[src/rtl/led_count_expand_if.sv]
// LED beat stream between the expander and its consumer.
// master: led_v, ledBin_o, ledIndex_o out, led_ready in.
interface led_count_expand_if #(
  parameter int LEDS    = 50,
  parameter int BIN_QTY = 12
);
  logic                       led_v;
  logic                       led_ready;
  logic [$clog2(BIN_QTY)-1:0] ledBin_o;
  logic [$clog2(LEDS)-1:0]    ledIndex_o;

  modport master (
    output led_v,
    output ledBin_o,
    output ledIndex_o,
    input  led_ready
  );

  modport slave (
    input  led_v,
    input  ledBin_o,
    input  ledIndex_o,
    output led_ready
  );
endinterface

[src/rtl/led_count_expand.sv]
// Expands per-bin LED counts into a stream of exactly LEDS beats.
// clk/rst, LEDCount_i+data_v in, busy/frame_done/overflow out, led stream.
module led_count_expand #(
  parameter int LEDS    = 50,
  parameter int BIN_QTY = 12
) (
  input  logic clk,
  input  logic rst,
  input  logic [BIN_QTY-1:0][$clog2(LEDS)-1:0] LEDCount_i,
  input  logic data_v,
  output logic busy,
  output logic frame_done,
  output logic overflow,
  led_count_expand_if.master led
);
  localparam int CW = $clog2(LEDS);
  localparam int BW = $clog2(BIN_QTY);
  localparam int SW = CW + BW;
  localparam int RW = $clog2(LEDS + 1);

  localparam logic [SW-1:0] LEDS_S = SW'(LEDS);
  localparam logic [CW-1:0] LASTI  = CW'(LEDS - 1);
  localparam logic [BW-1:0] LASTB  = BW'(BIN_QTY - 1);

  typedef logic [BIN_QTY-1:0][CW-1:0] cnt_t;

  typedef enum logic [1:0] {
    IDLE,
    SCAN,
    EMIT,
    DONE
  } state_t;

  state_t          state_q, state_d;
  cnt_t            cnt_q, cnt_d;
  logic [BW-1:0]   bin_q, bin_d;
  logic [SW-1:0]   sum_q, sum_d;
  logic [BW-1:0]   mbin_q, mbin_d;
  logic [CW-1:0]   mcnt_q, mcnt_d;
  logic [RW-1:0]   pad_q, pad_d;
  logic [RW-1:0]   rem_q, rem_d;
  logic [CW-1:0]   idx_q, idx_d;
  logic            ovf_q, ovf_d;

  logic [CW-1:0]   c_cur;
  logic [SW-1:0]   s_new;
  logic            new_max;
  logic [BW-1:0]   mb_new;
  logic [CW-1:0]   mc_new;
  logic [RW-1:0]   pad_new;
  logic [BW-1:0]   bin_nx;
  logic            led_v;
  logic            xfer;
  logic            capture;

  // Effective count: the max bin absorbs any deficit.
  function automatic logic [RW-1:0] eff(
    input cnt_t          c,
    input logic [BW-1:0] b,
    input logic [BW-1:0] m,
    input logic [RW-1:0] p
  );
    logic [RW-1:0] e;
    e = RW'(c[b]);
    if (b == m) e = e + p;
    return e;
  endfunction

  always_comb begin
    state_d = state_q;
    cnt_d   = cnt_q;
    bin_d   = bin_q;
    sum_d   = sum_q;
    mbin_d  = mbin_q;
    mcnt_d  = mcnt_q;
    pad_d   = pad_q;
    rem_d   = rem_q;
    idx_d   = idx_q;
    ovf_d   = ovf_q;

    c_cur   = cnt_q[bin_q];
    s_new   = sum_q + SW'(c_cur);
    // Strictly greater keeps ties on the lowest bin.
    new_max = c_cur > mcnt_q;
    mb_new  = new_max ? bin_q : mbin_q;
    mc_new  = new_max ? c_cur : mcnt_q;
    pad_new = (s_new < LEDS_S) ? RW'(LEDS_S - s_new) : '0;
    bin_nx  = (bin_q == LASTB) ? '0 : bin_q + BW'(1);

    led_v   = (state_q == EMIT) && (rem_q != '0);
    xfer    = led_v && led.led_ready;
    capture = data_v &&
              ((state_q == IDLE) || (state_q == DONE));

    unique case (state_q)
      IDLE, DONE: begin
        if (capture) begin
          state_d = SCAN;
          cnt_d   = LEDCount_i;
          bin_d   = '0;
          sum_d   = '0;
          mbin_d  = '0;
          mcnt_d  = '0;
          pad_d   = '0;
          rem_d   = '0;
          idx_d   = '0;
          ovf_d   = 1'b0;
        end else begin
          state_d = IDLE;
        end
      end
      SCAN: begin
        sum_d  = s_new;
        mbin_d = mb_new;
        mcnt_d = mc_new;
        bin_d  = bin_nx;
        if (bin_q == LASTB) begin
          ovf_d   = s_new > LEDS_S;
          pad_d   = pad_new;
          bin_d   = '0;
          rem_d   = eff(cnt_q, '0, mb_new, pad_new);
          state_d = EMIT;
        end
      end
      EMIT: begin
        if (rem_q == '0) begin
          // Empty bin: one idle cycle, then move on.
          bin_d = bin_nx;
          rem_d = eff(cnt_q, bin_nx, mbin_q, pad_q);
        end else if (xfer) begin
          if (idx_q == LASTI) begin
            state_d = DONE;
            idx_d   = '0;
            rem_d   = '0;
            bin_d   = '0;
          end else begin
            idx_d = idx_q + CW'(1);
            if (rem_q == RW'(1)) begin
              // Preload next bin so beats stay back-to-back.
              bin_d = bin_nx;
              rem_d = eff(cnt_q, bin_nx, mbin_q, pad_q);
            end else begin
              rem_d = rem_q - RW'(1);
            end
          end
        end
      end
      default: state_d = IDLE;
    endcase
  end

  always_ff @(posedge clk) begin
    if (rst) begin
      state_q <= IDLE;
      cnt_q   <= '0;
      bin_q   <= '0;
      sum_q   <= '0;
      mbin_q  <= '0;
      mcnt_q  <= '0;
      pad_q   <= '0;
      rem_q   <= '0;
      idx_q   <= '0;
      ovf_q   <= 1'b0;
    end else begin
      state_q <= state_d;
      cnt_q   <= cnt_d;
      bin_q   <= bin_d;
      sum_q   <= sum_d;
      mbin_q  <= mbin_d;
      mcnt_q  <= mcnt_d;
      pad_q   <= pad_d;
      rem_q   <= rem_d;
      idx_q   <= idx_d;
      ovf_q   <= ovf_d;
    end
  end

  assign busy           = (state_q == SCAN) || (state_q == EMIT);
  assign frame_done     = state_q == DONE;
  assign overflow       = ovf_q;
  assign led.led_v      = led_v;
  assign led.ledBin_o   = bin_q;
  assign led.ledIndex_o = idx_q;
endmodule
[src/flat_wrapper.sv]
// flat-port wrapper written by rule: the top's interface ports become plain ports
module led_count_expand_flat 
#(
  parameter int LEDS    = 50,
  parameter int BIN_QTY = 12
)
  (clk, rst, LEDCount_i, data_v, busy, frame_done, overflow, led_led_v, led_ledBin_o, led_ledIndex_o, led_led_ready);
  led_count_expand_if #(.LEDS(LEDS), .BIN_QTY(BIN_QTY)) led_i ();
  input  logic clk;
  input  logic rst;
  input  logic [BIN_QTY-1:0][$clog2(LEDS)-1:0] LEDCount_i;
  input  logic data_v;
  output logic busy;
  output logic frame_done;
  output logic overflow;
  output wire logic [$bits(led_i.led_v)-1:0] led_led_v;
  output wire logic [$bits(led_i.ledBin_o)-1:0] led_ledBin_o;
  output wire logic [$bits(led_i.ledIndex_o)-1:0] led_ledIndex_o;
  input wire logic [$bits(led_i.led_ready)-1:0] led_led_ready;
  assign led_led_v = led_i.led_v;
  assign led_ledBin_o = led_i.ledBin_o;
  assign led_ledIndex_o = led_i.ledIndex_o;
  assign led_i.led_ready = led_led_ready;
  led_count_expand #(.LEDS(LEDS), .BIN_QTY(BIN_QTY)) u_core (.clk(clk), .rst(rst), .LEDCount_i(LEDCount_i), .data_v(data_v), .busy(busy), .frame_done(frame_done), .overflow(overflow), .led(led_i));
endmodule
[config.mk]
export PLATFORM = sky130hd
export DESIGN_NAME = led_count_expand_flat
export DESIGN_NICKNAME = d
export VERILOG_FILES = /design/src/rtl/led_count_expand_if.sv /design/src/rtl/led_count_expand.sv /design/src/flat_wrapper.sv
export SDC_FILE = /design/constraint.sdc
export NUM_CORES = 1
export LEC_CHECK = 0
export ABC_AREA = 1
export BUFFER_PORTS_ARGS = -buffer_cell sky130_fd_sc_hd__buf_2
export CAP_MARGIN = 20
export CORE_ASPECT_RATIO = 1.2
export CORE_MARGIN = 3
export CORE_UTILIZATION = 55
export CTS_CLUSTER_DIAMETER = 100
export DETAILED_ROUTE_END_ITERATION = 10
export GPL_ROUTABILITY_DRIVEN = 1
export PLACE_DENSITY_LB_ADDON = 0.05
export REMOVE_ABC_BUFFERS = 1
export SLEW_MARGIN = 20
export SYNTH_ARGS = -nofsm -noshare
export SYNTH_HDL_FRONTEND = slang
export SYNTH_SLANG_ARGS = --single-unit
[constraint.sdc]
create_clock -name clk -period 7.6 [get_ports clk]
set_input_delay 0 -clock clk [delete_from_list [all_inputs] [get_ports clk]]
set_output_delay 0 -clock clk [all_outputs]
set_load 0.005 [all_outputs]
==> flow_summary_export.csv <==
group,metric,value,unit
critical_path,worstSetupStartpoint,"u_core.led.ledBin_o[0]",
timing,slew_headroom,37.3,%
placement,dp.cells,1317,
timing,fin_ws,2.34,ns
logic_synthesis,yosysWarnings,0,
logic_synthesis,synth_area,0.00731,mm2
status,status,"finished, final reports clean",
pwr,swShare,44.8,%
logic_synthesis,synth_edf_count,0,
critical_path,criticalPathCategory,"register to register",
floorplanning,rows,45,
timing,min_period,5.26,ns
grt,grt_pass1_vias,7116,
job,max-cap-violations,0,
cells_and_area,drive_gt1_share,12.1,%
cells_and_area,nNetsFinal,1355,
cts,cts-root-buf,"clkbuf_16",
critical_path,crit_required,7.95,ns
cts,ctsResizeCount,0,
pwr,switchingPower,1.50,mW
pwr,pwr-share-seq,25.8,%
cts,cts.sinks,117,
logic_synthesis,synth-seq-cells,117,
pwr,power_leakage,3.98,nW
placement,post-place-ws,2.45,ns
cts,ctsHoldBuffers,72,
pwr,peakVddDrop,0.000236,V
grt,antenna_found_initial,0,
logic_synthesis,yosysUniqueCellTypes,44,
cells_and_area,stdcell_area,0.00904,mm2
pwr,comb_power_share,50.5,%
critical_path,path_max_fanout,56,
timing,rsz0062_at_grt,"false",
timing,finalCritPeriodShare,69.3,%
floorplanning,start_util,56.9,%
logic_synthesis,ys_seq_area_share,32.0,%
timing,finalMaxSlewViolations,0,
cts,cts_buffers,17,
logic_synthesis,synth_area_leader_cell,"dfxtp_1",
floorplanning,die_y,132,um
grt,grt.total_usage,28.2,%
timing,hold_viol_final,0,
timing,setup_viol,0,
worst_hold_path,hold_path.class,"input port to register",
timing,timing.setup.tns,0,ns
critical_path,crit_end,"u_core.rem_q[5]",
detailed_routing,firstDrtPassIters,7,
critical_path,worstSetupEndpointType,"register",
critical_path,start_kind,"register",
cells_and_area,stdcell_count,1420,
detailed_routing,vias,7753,
timing,clock_skew,0.00400,ns
critical_path,rr_worst_depth,30,
logic_synthesis,synth_top_area_share,32.0,%
cells_and_area,final_common_cell,"nand2_1",
pwr,clkPwrFrac,23.8,%
timing,worst_pin_slew,0.941,ns
worst_hold_path,hold_path_depth,4,
critical_path,r2r_start,"u_core.led.ledBin_o[0]",
worst_hold_path,hp-start,"led_led_ready",
cts,cts_htree_levels,4,
critical_path,crit_slowest_cell,"inv_1",
critical_path,rr_endpoint,"u_core.rem_q[5]",
floorplanning,dieArea,0.0147,mm2
critical_path,rrSetupSlack,2.34,ns
timing,max_freq,190,MHz
logic_synthesis,synthCells,1113,
floorplanning,core-area,0.0128,mm2
floorplanning,die_x,111,um
placement,post-dp-hpwl,13.9,mm
detailed_routing,drt-vias-per-instance,5.46,
placement,globalplace.congestion,0.915,
cells_and_area,fill_cells,1147,
grt,grt_overflow_total,0,
timing,holdWs,0.0694,ns
grt,grt_max_degree,107,
logic_synthesis,async_flop_share,0,%
critical_path,cp_common_cell,"nand2_1",
cells_and_area,layout_common_cells,"197 x nand2_1, 150 x nor2_1, 144 x o21ai_0",
pwr,powerDensity,370,mW/mm2
cts,clock_path_buffers,2,
critical_path,worstPathArrival,5.62,ns
cts,clock_latency,0.42,ns
detailed_routing,postRouteAntennaNets,0,
logic_synthesis,synthTopCellsByArea,"dfxtp_1 32%, nand2_1 10%, o21ai_0 9.9%, nor2_1 7.7%, a21oi_1 7.4%",
grt,grt_pass1_wl,34.4,mm
detailed_routing,routedWlPerCell,14.7,um
placement,port_buffers,89,
detailed_routing,drc,0,
pwr,p_int,1.85,mW
logic_synthesis,synthFlopType,"dfxtp_1",
critical_path,critPathMaxStageDelay,0.50,ns
detailed_routing,drt_iter0_drc,504,
cells_and_area,area_growth,23.7,%
floorplanning,ios,90,
detailed_routing,routed_wl,20.8,mm
logic_synthesis,synth_area_per_cell,6.57,um2
cts,path_clk_slew,0.05,ns
placement,placed_cell_area,0.00773,mm2
cts,cts_tree,"done",
cells_and_area,diodes,0,
cts,cts_setup_buffers,0,
==> metal layers <==
layer,vias to the layer above,share of wire [%],routed length (um),global-route usage [%]
met5,-,0,0,0
met4,0,1.9,401,8.59
met3,28,5.3,1100,5.51
met2,201,49,10200,48.2
met1,3561,44,9130,36.1
li1,3963,-,-,-
==> power by group through the flow <==
stage               clock network, mW  logic (mW)  registers, mW
finish                          0.795        1.69          0.862
global route                    0.830        1.92          0.875
CTS                             0.802        1.67          0.858
detailed placement                  0        1.63          0.871
global placement                    0        1.61          0.867
floorplan                           0        1.21          0.854
==> worst max-delay path, delay by kind of cell (launching register included) <==
family          cells  cell delay, ns
fa+ha+maj           3            0.97
buf+inv             3            1.01
flops               1            0.30
simple gates       19            2.06
compound gates      5            0.85
==> layout make-up <==
class                           instances  area, um2  area share, %
Clock inverter                          8       98.8           1.09
Multi-Input combinational cell        818       4230           46.8
Sequential cell                       117       2340           25.9
Inverter                              122        460           5.09
Timing Repair Buffer                  168       1220           13.5
Tap cell                              164        205           2.27
Clock buffer                           23        488           5.40
==> cells in the mapped netlist, types with 4 or more instances <==
master,count
nand2_1,198
nor2_1,150
o21ai_0,144
inv_1,118
dfxtp_1,117
a21oi_1,108
nand3_1,71
clkbuf_1,43
ha_1,32
o211ai_1,22
o21ai_1,11
nand4_1,8
a31oi_1,7
o22ai_1,7
xnor2_1,7
buf_6,6
xor2_1,6
nor3_1,5
a21oi_2,4
buf_2,4
nand3_2,4
==> worst min path at each step <==
stage / to / slack (ns)
2_1_floorplan: u_core.rem_q[0] / 0.06
3_3_place_gp: u_core.cnt_q[65] / 0.25
3_5_place_dp: u_core.cnt_q[59] / 0.25
4_1_cts: u_core.state_q[1] / 0.07
5_1_grt: u_core.state_q[1] / 0.13
6_report: u_core.state_q[1] / 0.07
==> sequential cells by signal (all words and copies together) (netlist names) <==
signal	cells
u_core.cnt_q	72
u_core.sum_q	10
u_core.led.ledIndex_o	6
u_core.mcnt_q	6
u_core.pad_q	6
u_core.rem_q	6
u_core.led.ledBin_o	4
u_core.mbin_q	4
u_core.state_q	2
u_core.overflow	1
==> stage by stage <==
stage	util, %	total power, mW
after floorplan	-	2.06
after global placement	60.2	2.48
after detailed placement	60.2	2.50
after CTS	70.4	3.33
after global routing	70.4	3.62
final	70.4	3.34
==> cell families after synthesis <==
logic type / after synthesis / share of synthesized area [%]
AND/OR/NAND/NOR: 452 / 26.1
AO/OA/AOI/OAI: 318 / 23.8
buffers and inverters: 178 / 10.2
flip-flops: 117 / 32.0
adder cells (fa/ha/maj): 35 / 6.30
XOR/XNOR: 13 / 1.56
No activity file was read; power rests on OpenSTA's default activity.
